File: src/rtl/hbm_read_gather_pkg.sv
// rtl/hbm_read_gather_pkg.sv - shared types and constants for the HBM read gather block
package hbm_read_gather_pkg;

  typedef enum logic [2:0] {
    ST_IDLE  = 3'b001,
    ST_ISSUE = 3'b010,
    ST_WAIT  = 3'b100
  } state_t;

  localparam int BEAT_BYTES  = 32;
  localparam int WORD_BYTES  = 64;
  localparam int BOUNDARY_4K = 4096;

  localparam logic [2:0] ARSIZE_32B = 3'b101;
  localparam logic [1:0] BURST_INCR = 2'b01;
  localparam logic [1:0] RESP_OKAY  = 2'b00;

endpackage

File: src/rtl/hbm_rd_pack.sv
// rtl/hbm_rd_pack.sv - packs pairs of 256-bit beats into 512-bit words, first beat low
module hbm_rd_pack (
  input  logic         hbm_clk,
  input  logic         hbm_reset,
  input  logic         clear,
  input  logic         beat_valid,
  input  logic [255:0] beat_data,
  output logic [511:0] back_data,
  output logic         back_valid
);

  logic         phase;
  logic [255:0] low_half;

  always_ff @(posedge hbm_clk or posedge hbm_reset) begin
    if (hbm_reset) begin
      phase      <= 1'b0;
      low_half   <= '0;
      back_data  <= '0;
      back_valid <= 1'b0;
    end else begin
      back_valid <= 1'b0;
      if (clear) begin
        phase <= 1'b0;
      end else if (beat_valid) begin
        if (!phase) begin
          low_half <= beat_data;
          phase    <= 1'b1;
        end else begin
          back_data  <= {beat_data, low_half};
          back_valid <= 1'b1;
          phase      <= 1'b0;
        end
      end
    end
  end

endmodule

File: src/rtl/hbm_read_gather.sv
// rtl/hbm_read_gather.sv - AXI4 read gatherer feeding 512-bit words to the send-back FIFO
// Optional debug counters on status_reg when HBM_RD_STATUS_EN is defined.
module hbm_read_gather
  import hbm_read_gather_pkg::*;
#(
  parameter int ADDR_W    = 33,
  parameter int BURST_LEN = 16,
  parameter int MAX_OUT   = 4
) (
  input  logic               hbm_clk,
  input  logic               hbm_reset,
  input  logic               start,
  input  logic [63:0]        addr_x,
  input  logic [31:0]        data_length,
  output logic [ADDR_W-1:0]  m_axi_araddr,
  output logic [7:0]         m_axi_arlen,
  output logic [2:0]         m_axi_arsize,
  output logic [1:0]         m_axi_arburst,
  output logic               m_axi_arvalid,
  input  logic               m_axi_arready,
  input  logic [255:0]       m_axi_rdata,
  input  logic [1:0]         m_axi_rresp,
  input  logic               m_axi_rlast,
  input  logic               m_axi_rvalid,
  output logic               m_axi_rready,
  output logic [511:0]       back_data,
  output logic               back_valid,
  input  logic               almost_full,
  output logic               busy,
  output logic               done,
  output logic               error,
  output logic [7:0][31:0]   status_reg
);

  localparam int OUT_W = $clog2(MAX_OUT + 1);

  state_t             state;
  logic               start_d0, start_d1;
  logic [ADDR_W-1:0]  cur_addr;
  logic [31:0]        rem;
  logic [OUT_W-1:0]   out_cnt, out_nxt;
  logic               launch, ar_acc, r_acc, r_last_acc, r_err, can_issue;
  logic [31:0]        beats_rem, burst_bytes;
  logic [12:0]        bytes_4k;
  logic [7:0]         burst_beats;

  assign launch     = start_d0 & ~start_d1;
  assign ar_acc     = m_axi_arvalid & m_axi_arready;
  assign r_acc      = m_axi_rvalid & m_axi_rready;
  assign r_last_acc = r_acc & m_axi_rlast;
  assign r_err      = r_acc & (m_axi_rresp != RESP_OKAY);

  assign m_axi_arsize  = ARSIZE_32B;
  assign m_axi_arburst = BURST_INCR;
  assign m_axi_rready  = busy;

  // Burst never runs past the remaining bytes, BURST_LEN or the next 4 KB line.
  assign beats_rem   = rem >> $clog2(BEAT_BYTES);
  assign bytes_4k    = 13'(BOUNDARY_4K) - {1'b0, cur_addr[11:0]};
  assign burst_bytes = {19'd0, burst_beats, 5'd0};

  always_comb begin
    burst_beats = 8'(BURST_LEN);
    if (bytes_4k[12:5] < burst_beats) burst_beats = bytes_4k[12:5];
    if (beats_rem < {24'd0, burst_beats}) burst_beats = beats_rem[7:0];
  end

  always_comb begin
    out_nxt = out_cnt;
    if (ar_acc && !r_last_acc) out_nxt = out_cnt + OUT_W'(1);
    else if (!ar_acc && r_last_acc) out_nxt = out_cnt - OUT_W'(1);
  end

  // A pending AR must be accepted before the next one is presented.
  assign can_issue = (rem != '0) && !almost_full && (!m_axi_arvalid || ar_acc)
                     && (out_nxt < OUT_W'(MAX_OUT));

  always_ff @(posedge hbm_clk or posedge hbm_reset) begin
    if (hbm_reset) begin
      state         <= ST_IDLE;
      start_d0      <= 1'b0;
      start_d1      <= 1'b0;
      cur_addr      <= '0;
      rem           <= '0;
      out_cnt       <= '0;
      m_axi_araddr  <= '0;
      m_axi_arlen   <= '0;
      m_axi_arvalid <= 1'b0;
      busy          <= 1'b0;
      done          <= 1'b0;
      error         <= 1'b0;
    end else begin
      start_d0 <= start;
      start_d1 <= start_d0;
      done     <= 1'b0;
      out_cnt  <= out_nxt;
      if (ar_acc) m_axi_arvalid <= 1'b0;
      if (r_err) error <= 1'b1;
      case (state)
        ST_IDLE: begin
          if (launch) begin
            cur_addr <= addr_x[ADDR_W-1:0];
            rem      <= data_length;
            error    <= 1'b0;
            if (data_length == '0) begin
              done <= 1'b1;
            end else begin
              busy  <= 1'b1;
              state <= ST_ISSUE;
            end
          end
        end
        ST_ISSUE: begin
          if (can_issue) begin
            m_axi_arvalid <= 1'b1;
            m_axi_araddr  <= cur_addr;
            m_axi_arlen   <= burst_beats - 8'd1;
            cur_addr      <= cur_addr + ADDR_W'(burst_bytes);
            rem           <= rem - burst_bytes;
          end
          if (ar_acc && rem == '0) state <= ST_WAIT;
        end
        ST_WAIT: begin
          if (out_cnt == '0) begin
            done  <= 1'b1;
            busy  <= 1'b0;
            state <= ST_IDLE;
          end
        end
        default: state <= ST_IDLE;
      endcase
    end
  end

  hbm_rd_pack u_pack (
    .hbm_clk    (hbm_clk),
    .hbm_reset  (hbm_reset),
    .clear      (launch && state == ST_IDLE),
    .beat_valid (r_acc),
    .beat_data  (m_axi_rdata),
    .back_data  (back_data),
    .back_valid (back_valid)
  );

`ifdef HBM_RD_STATUS_EN
  logic [31:0] cnt_ar, cnt_beat, cnt_word, cnt_stall, cnt_err;

  always_ff @(posedge hbm_clk or posedge hbm_reset) begin
    if (hbm_reset) begin
      cnt_ar    <= '0;
      cnt_beat  <= '0;
      cnt_word  <= '0;
      cnt_stall <= '0;
      cnt_err   <= '0;
    end else if (launch && state == ST_IDLE) begin
      cnt_ar    <= '0;
      cnt_beat  <= '0;
      cnt_word  <= '0;
      cnt_stall <= '0;
      cnt_err   <= '0;
    end else begin
      if (ar_acc) cnt_ar <= cnt_ar + 32'd1;
      if (r_acc) cnt_beat <= cnt_beat + 32'd1;
      if (back_valid) cnt_word <= cnt_word + 32'd1;
      if (state == ST_ISSUE && almost_full && rem != '0) cnt_stall <= cnt_stall + 32'd1;
      if (r_err) cnt_err <= cnt_err + 32'd1;
    end
  end

  assign status_reg = {32'd0, 32'd0, cnt_err, cnt_stall, {29'd0, state}, cnt_word, cnt_beat, cnt_ar};
`else
  assign status_reg = '0;
`endif

  logic unused_bits;
  assign unused_bits = &{1'b0, addr_x[63:ADDR_W], bytes_4k[4:0]};

endmodule

File: config.mk
export PLATFORM = sky130hd
export DESIGN_NAME = hbm_read_gather
export DESIGN_NICKNAME = d
export VERILOG_FILES = /design/src/rtl/hbm_read_gather_pkg.sv /design/src/rtl/hbm_rd_pack.sv /design/src/rtl/hbm_read_gather.sv
export SDC_FILE = /design/constraint.sdc
export NUM_CORES = 2
export LEC_CHECK = 0
export CAP_MARGIN = 0
export CORE_AREA = 4 4 462 464
export DETAILED_ROUTE_END_ITERATION = 10
export DIE_AREA = 0 0 466 468
export GPL_TIMING_DRIVEN = 0
export HOLD_SLACK_MARGIN = 0.05
export PLACE_DENSITY = 0.39
export SYNTH_ARGS = -nofsm -noshare
export SYNTH_HDL_FRONTEND = slang
export SYNTH_SLANG_ARGS = --single-unit
export TNS_END_PERCENT = 50
File: constraint.sdc
create_clock -name hbm_clk -period 42.2 [get_ports hbm_clk]
set_input_delay 12.66 -clock hbm_clk [delete_from_list [all_inputs] [get_ports hbm_clk]]
set_output_delay 12.66 -clock hbm_clk [all_outputs]
set_load 0.02 [all_outputs]
### Word-level counts from Yosys, hierarchy flattened

Index checks and enable logic that the tools add are counted.

| storage, ports and cells | value |
|---|---|
| flip-flop bits (word level) | 888 |

| operators by class | value |
|---|---|
| add/sub/neg operators | 6 |
| $lt $le $gt $ge | 3 |
| eq/ne operators | 8 |
| muxes and demuxes | 35 |
| bitwise gates (word level) | 8 |
| reduce and logical (&&, ||, !) cells | 26 |

Operator list:

| kind | count |
|---|---|
| $mux 33 | 2 |
| $pmux 33 s2 | 1 |
| $logic_not 32->1 | 2 |
| $mux 32 | 2 |
| $pmux 32 s2 | 1 |
| $add 33x13->33 | 1 |
| $reduce_bool 32->1 | 1 |
| $sub 32x13->32 | 1 |
| $lt 27x8->1 | 1 |
| $mux 1 | 18 |
| $mux 3 | 6 |
| $mux 8 | 2 |
| $sub 13x12->13 const A | 1 |
| $ne 2x2->1 const B | 5 |
| $pmux 3 s3 | 1 |
| $reduce_and 3->1 | 3 |
| $lt 8x5->1 const B | 1 |
| $reduce_and 4->1 | 2 |
| $reduce_bool 2->1 | 4 |
| $sub 8x1->8 const B | 1 |
| $logic_and 1x1->1 | 7 |
| $and 1x1->1 | 5 |
| $logic_not 1->1 | 4 |
| $pmux 1 s2 | 2 |
| other kinds (10) | 12 |

### Logic depth before layout (Yosys ltp)

| depth | value |
|---|---|
| depth after elaboration | 9 |
| depth in mapped cells | 24 |
| mapped depth without buffers | 21 |

### Modules after synthesis

Synthesis repeated with hierarchy kept, for this count alone.

| unflattened totals | value |
|---|---|
| cells, all modules | 2797 |
| area total of the unflattened synthesis | 39384.0 µm² |

By module, submodules not included:

| module | times used | cells each | area an instance (µm²) | seq. area each (µm²) |
|---|---|---|---|---|
| hbm_rd_pack | 1 | 1628 | 30057.6 | 19268.5 |
| hbm_read_gather | 1 | 1169 | 9326.4 | 2954.1 |

### Worst setup path after synthesis

No wires, ideal clock.

| timing path | value |
|---|---|
| path type | in2reg |
| start | input m_axi_arready |
| end | register rem[23] |
| library setup time | 0.078 ns |
| data arrival time | 14.873 ns |
| required time | 42.122 ns |
| path slack | 27.250 ns |
| stages on the path | 13 |
| path buffers | 2 |
| path through | nand2_1 > inv_1 > ha_1 > mux2_2 > o211ai_1 > nand3_1 > nand2b_1 > clkbuf_1 > nand2_1 > clkbuf_1 > nand2_1 > or4_1 > a21oi_1 |

| on the way | value |
|---|---|
| cells in the longest elaborated chain, start to end | 9 |

RTL lines:

| item | line | source |
|---|---|---|
| start: declaration | hbm_read_gather.sv:20 | `input logic m_axi_arready,` |
| $and 1x1->1 * | hbm_read_gather.sv:48 | `assign ar_acc = m_axi_arvalid & m_axi_arready;` |
| $logic_not 1->1 | hbm_read_gather.sv:71 | `else if (!ar_acc && r_last_acc) out_nxt = out_cnt - OUT_W'(1);` |
| $logic_and 1x1->1 | hbm_read_gather.sv:71 |  |
| $mux 3 | hbm_read_gather.sv:71 |  |
| $mux 3 | hbm_read_gather.sv:70 | `if (ar_acc && !r_last_acc) out_nxt = out_cnt + OUT_W'(1);` |
| $lt 3x3->1 | hbm_read_gather.sv:76 | `&& (out_nxt < OUT_W'(MAX_OUT));` |
| $logic_and 1x1->1 * | hbm_read_gather.sv:76 |  |
| $ne 2x2->1 (no line) * | n/a |  |
| $reduce_and 3->1 (no line) * | n/a |  |
| end signal: assignment | hbm_read_gather.sv:103 | `rem <= data_length;` |
| end signal: assignment | hbm_read_gather.sv:119 | `rem <= rem - burst_bytes;` |
| end: declaration | hbm_read_gather.sv:40 | `logic [31:0] rem;` |

Mark *: on every way between the ends. The rest lies on a longest branch, timed or not.
A chain may end at the register's enable or synchronous reset.

### Worst setup path after layout

| timing path | value |
|---|---|
| start | input m_axi_rvalid |
| end | register m_axi_araddr[25] |

| on the way | value |
|---|---|
| cells in the longest elaborated chain, start to end | 8 |

RTL lines:

| item | line | source |
|---|---|---|
| start: declaration | hbm_read_gather.sv:24 | `input logic m_axi_rvalid,` |
| $and 1x1->1 * | hbm_read_gather.sv:49 | `assign r_acc = m_axi_rvalid & m_axi_rready;` |
| $and 1x1->1 * | hbm_read_gather.sv:50 | `assign r_last_acc = r_acc & m_axi_rlast;` |
| $logic_and 1x1->1 / $logic_not 1->1 (equally long branches) | hbm_read_gather.sv:71, hbm_read_gather.sv:70 |  |
| $mux 3 / $logic_and 1x1->1 (equally long branches) | hbm_read_gather.sv:71, hbm_read_gather.sv:70 |  |
| $mux 3 * | hbm_read_gather.sv:70 |  |
| $lt 3x3->1 * | hbm_read_gather.sv:76 |  |
| $logic_and 1x1->1 * | hbm_read_gather.sv:76 |  |
| $reduce_and 2->1 (no line) * | n/a |  |
| end signal: assignment | hbm_read_gather.sv:116 | `m_axi_araddr <= cur_addr;` |
| end: declaration | hbm_read_gather.sv:15 | `output logic [ADDR_W-1:0] m_axi_araddr,` |

Marked as above.

==> metrics.log <==
INFO  metric use_met1 = 19.2%
INFO  metric pwr_density_cell = between 80 and 90 mW/mm^2
INFO  metric timing.final.ws_setup = approximately 26000 ps
INFO  metric dpl.cell_count = slightly below 8000
INFO  metric cts_max_path_buffers = 3
INFO  metric core.rowCount = between 150 and 200
INFO  metric crit_type = in -> reg
INFO  metric post-route-cell-area = approximately 0.055 sq mm
INFO  metric layout-drive-gt1-share = between 10% and 20%
INFO  metric place.port_buffers = ~890
INFO  metric top_level_ports = around 1200
INFO  metric setup.worst_path.end_class = flop
INFO  metric ys_async_sr_fraction = 100%
INFO  metric die_area = between 0.2 and 0.25 sq mm
INFO  metric synth_area = roughly 0.038 sq mm
INFO  metric syn_to_final_growth = 46.1%
INFO  metric timing_hold_violations_final = 0
INFO  metric critical-path-slowest-cell = clkbuf_1
INFO  metric layout.core_utilization = about a quarter
INFO  metric drtPass1Iterations = 5
INFO  metric clk_lat_worst_skew = roughly 770 ps
INFO  metric grt_pass1_wl = between 200 and 300 mm
INFO  metric timing.final.crit_share = about 38%
INFO  metric timing.slew.headroom = between 10% and 20%
INFO  metric netlist_top_cells_area = dfrtp_1 58%, nand2_1 17%, mux2_2 7.7%, buf_4 5.2%, clkbuf_1 1.9%
INFO  metric worst_setup_hold_path_clk_slew = ~60 ps
INFO  metric synth_top_flop_cell = dfrtp_1
INFO  metric worstMarginPinSlew = between 1000 and 1500 ps
INFO  metric detailroute.via_count = 31600
INFO  metric dr_drc_count = 0
INFO  metric cts_hold_buffers = 0
INFO  metric cts-htree-levels = 3
INFO  metric gp_congestion = between 0.8 and 0.9
INFO  metric most-common-layout-cells = 1724 x nand2_1, 888 x clkdlybuf4s50_1, 887 x dfrtp_1, 264 x conb_1, 262 x buf_4
INFO  metric antenna_violating_nets_post_route = 0
INFO  metric first_iter_violations = 1925
INFO  metric synth.lib_cells_used.distinct = 83
INFO  metric met3_usage = about 5.8%
INFO  metric critical-path-top-cell-by-count = clkbuf_1
INFO  metric synth-seq-cells = 888
INFO  metric postSynthCellCount = slightly below 4000
INFO  metric effective_utilization_at_floorplan = between 15 and 20%
INFO  metric cts_tree = done
INFO  metric post-cts-setup-buffers = 0
INFO  metric totalPowerFinal = 4.45 mW
INFO  metric chipWidth = 466 um
INFO  metric initial_antenna_violation_count = 36
INFO  metric num-nets-final = roughly 5500
INFO  metric finalSetupViolCount = 0
INFO  metric kind_of_path_behind_the_tightest_hold_check = reg -> reg
INFO  metric fin_tns_setup = 0 ps
INFO  metric gr-usage-all-layers = approximately 16%
INFO  metric synth_sequential_area_ratio = 58.5%
INFO  metric layoutNonFillerInstCount = about 8100
INFO  metric route.detailed.wl_per_inst = 22.3 um
INFO  metric synth_top_cell_by_area = dfrtp_1
INFO  metric grt.busiest_layer = met2
INFO  metric cellLeakagePower = 25.8 nW
INFO  metric cap_violations = 0
INFO  metric pin_count_of_the_biggest_net_entering_global_routing = approximately 110
INFO  metric crit_arrival = between 15000 and 20000 ps
INFO  metric min_path_cells = 2
INFO  metric synthesis.yosys.warnings = 0
INFO  metric final.hold.worst_slack = 402 ps
INFO  metric r2r_cells = 19
INFO  metric timing.final.max_slew_violations = 0
INFO  metric design.core.area = between 0.2 and 0.25 sq mm
INFO  metric worstPathRequired = around 43000 ps
INFO  metric cp-start-kind = input pin
INFO  metric timing.critical_path.fanout_max = 10
INFO  metric layout_commonest_cell = nand2_1
INFO  metric dpl_cell_area = between 0.05 and 0.06 sq mm
INFO  metric die_height = roughly 470 um
INFO  metric number_of_resized_instances_in_the_post_cts_repair_step = 0
INFO  metric setup_repair_after_global_routing_missed_its_margin = no
INFO  metric top_cell_type_s_share_of_synthesized_area = slightly below 60%
INFO  metric cts_num_sinks = about 900
INFO  metric max-vdd-ir-drop = 40.7 uV
INFO  metric post_route_clock_skew = around 73 ps
INFO  metric gr_met2_demand_resource = a little over a quarter
INFO  metric wl = between 150 and 200 mm
INFO  metric via_count_of_the_first_global_routing_pass = ~32000
INFO  metric run_status = finished clean
INFO  metric post_drt_via_cell_ratio = between 3 and 4
INFO  metric clockRootBuffer = clkbuf_16
INFO  metric crit_path_time_final = around 16000 ps
INFO  metric numCtsBuffers = 112
INFO  metric placement_setup_slack = 25090 ps
INFO  metric grt_overflow = 0
INFO  metric synth-edff-count = 0
INFO  metric detailedPlacementHpwl = approximately 140 mm
INFO  metric synth_area_per_cell = about 9.8 sq um
INFO  metric crit_path_cell_trace = clkdlybuf4s50_1 > nand3_1 > ha_1 > mux2_2 > o211ai_1 > nand3_1 > a21oi_1 > clkbuf_1 > clkbuf_1 > clkbuf_1 > nand2_1 > nand2_1
INFO  metric clock.fmax = around 62 MHz
INFO  metric crit_path_max_incr_delay = 710 ps
## metal layers
layer  part of all wire [%]  vias up
met5                  0.062        -
met4                    2.7       18
met3                    9.7      220
met2                     47     1283
met1                     40    15400
li1                       -    14600
## area by class of cell
| cell class | instances | area, sq um |
|---|---|---|
| Sequential cell | 888 | 22200 |
| Buffer | 463 | 2740 |
| Clock buffer | 166 | 3370 |
| Antenna cell | 9 | 22.5 |
| Fill cell | 22400 | 154000 |
| Clock inverter | 36 | 478 |
| Multi-Input combinational cell | 2771 | 13900 |
| Timing Repair Buffer | 897 | 9120 |
| Tap cell | 2805 | 3510 |
| Inverter | 27 | 109 |
## registers in the layout (all words and copies together) (netlist names), 3 cells and up
name and count:
u_pack.back_data 512, u_pack.low_half 256, cur_addr 33, m_axi_araddr 33, rem 32, m_axi_arlen 8
out_cnt 3, state 3
## critical path: cells and delay by family
kind | cells | cell delay [ps]
multiplexers | 1 | 290
AND/OR/NAND/NOR | 4 | 810
AO/OA/AOI/OAI | 2 | 430
buffers and inverters | 4 | 2340
adder cells (fa/ha/maj) | 1 | 360
## synth_stat cells, drive strengths merged, types with 4 or more instances
library cell and count:
nor4 24, nand2b 9, nor2 57, o21ai 60, maj3 4, a211o 4
o22ai 11, and3 17, o211ai 15, ha 19, a31oi 20, a21o 6
buf 273, mux2i 5, or4 17, inv 26, or3 25, nand3 31
dfrtp 887, mux2 259, nor3b 5, and2 8, xor2 6, or2 4
nor3 17, a211oi 17, nand4 6, a21oi 45, a311oi 17, nand2 1725
clkbuf 190, o21a 4, xnor2 8, and4 13
## cell families after synthesis
logic type / after synthesis / share of synthesized area [%]
adders and majority gates: 23 / 0.731
xor gates and xnor gates: 14 / 0.323
buffers and inverters: 490 / 7.47
DFF: 888 / 58.5
muxes: 264 / 7.81
AOI/OAI and AO/OA: 236 / 4.21
and+or+nand+nor: 1970 / 20.9
other: 2 / 0.0198
## final timing paths
kind / from / end / slack [ps]
setup / recovery: m_axi_rvalid / m_axi_araddr[25] / 25960
hold / removal: u_pack.low_half[241] / u_pack.back_data[241] / 400
setup reg to reg: cur_addr[0] / rem[31] / 34540
hold reg to reg: u_pack.low_half[241] / u_pack.back_data[241] / 400
max in group asynchronous: hbm_reset / u_pack.back_data[468] / 26650
min in group asynchronous: hbm_reset / u_pack.low_half[74] / 12440
## power by group
| part | total, mW | switching, mW | internal (mW) |
|---|---|---|---|
| combinational | 1.92 | 1.15 | 0.779 |
| sequential | 1.52 | 0.262 | 1.26 |
| clock | 1.00 | 0.422 | 0.578 |
| total | 4.45 | 1.83 | 2.62 |
(Power assumes the default switching activity.)
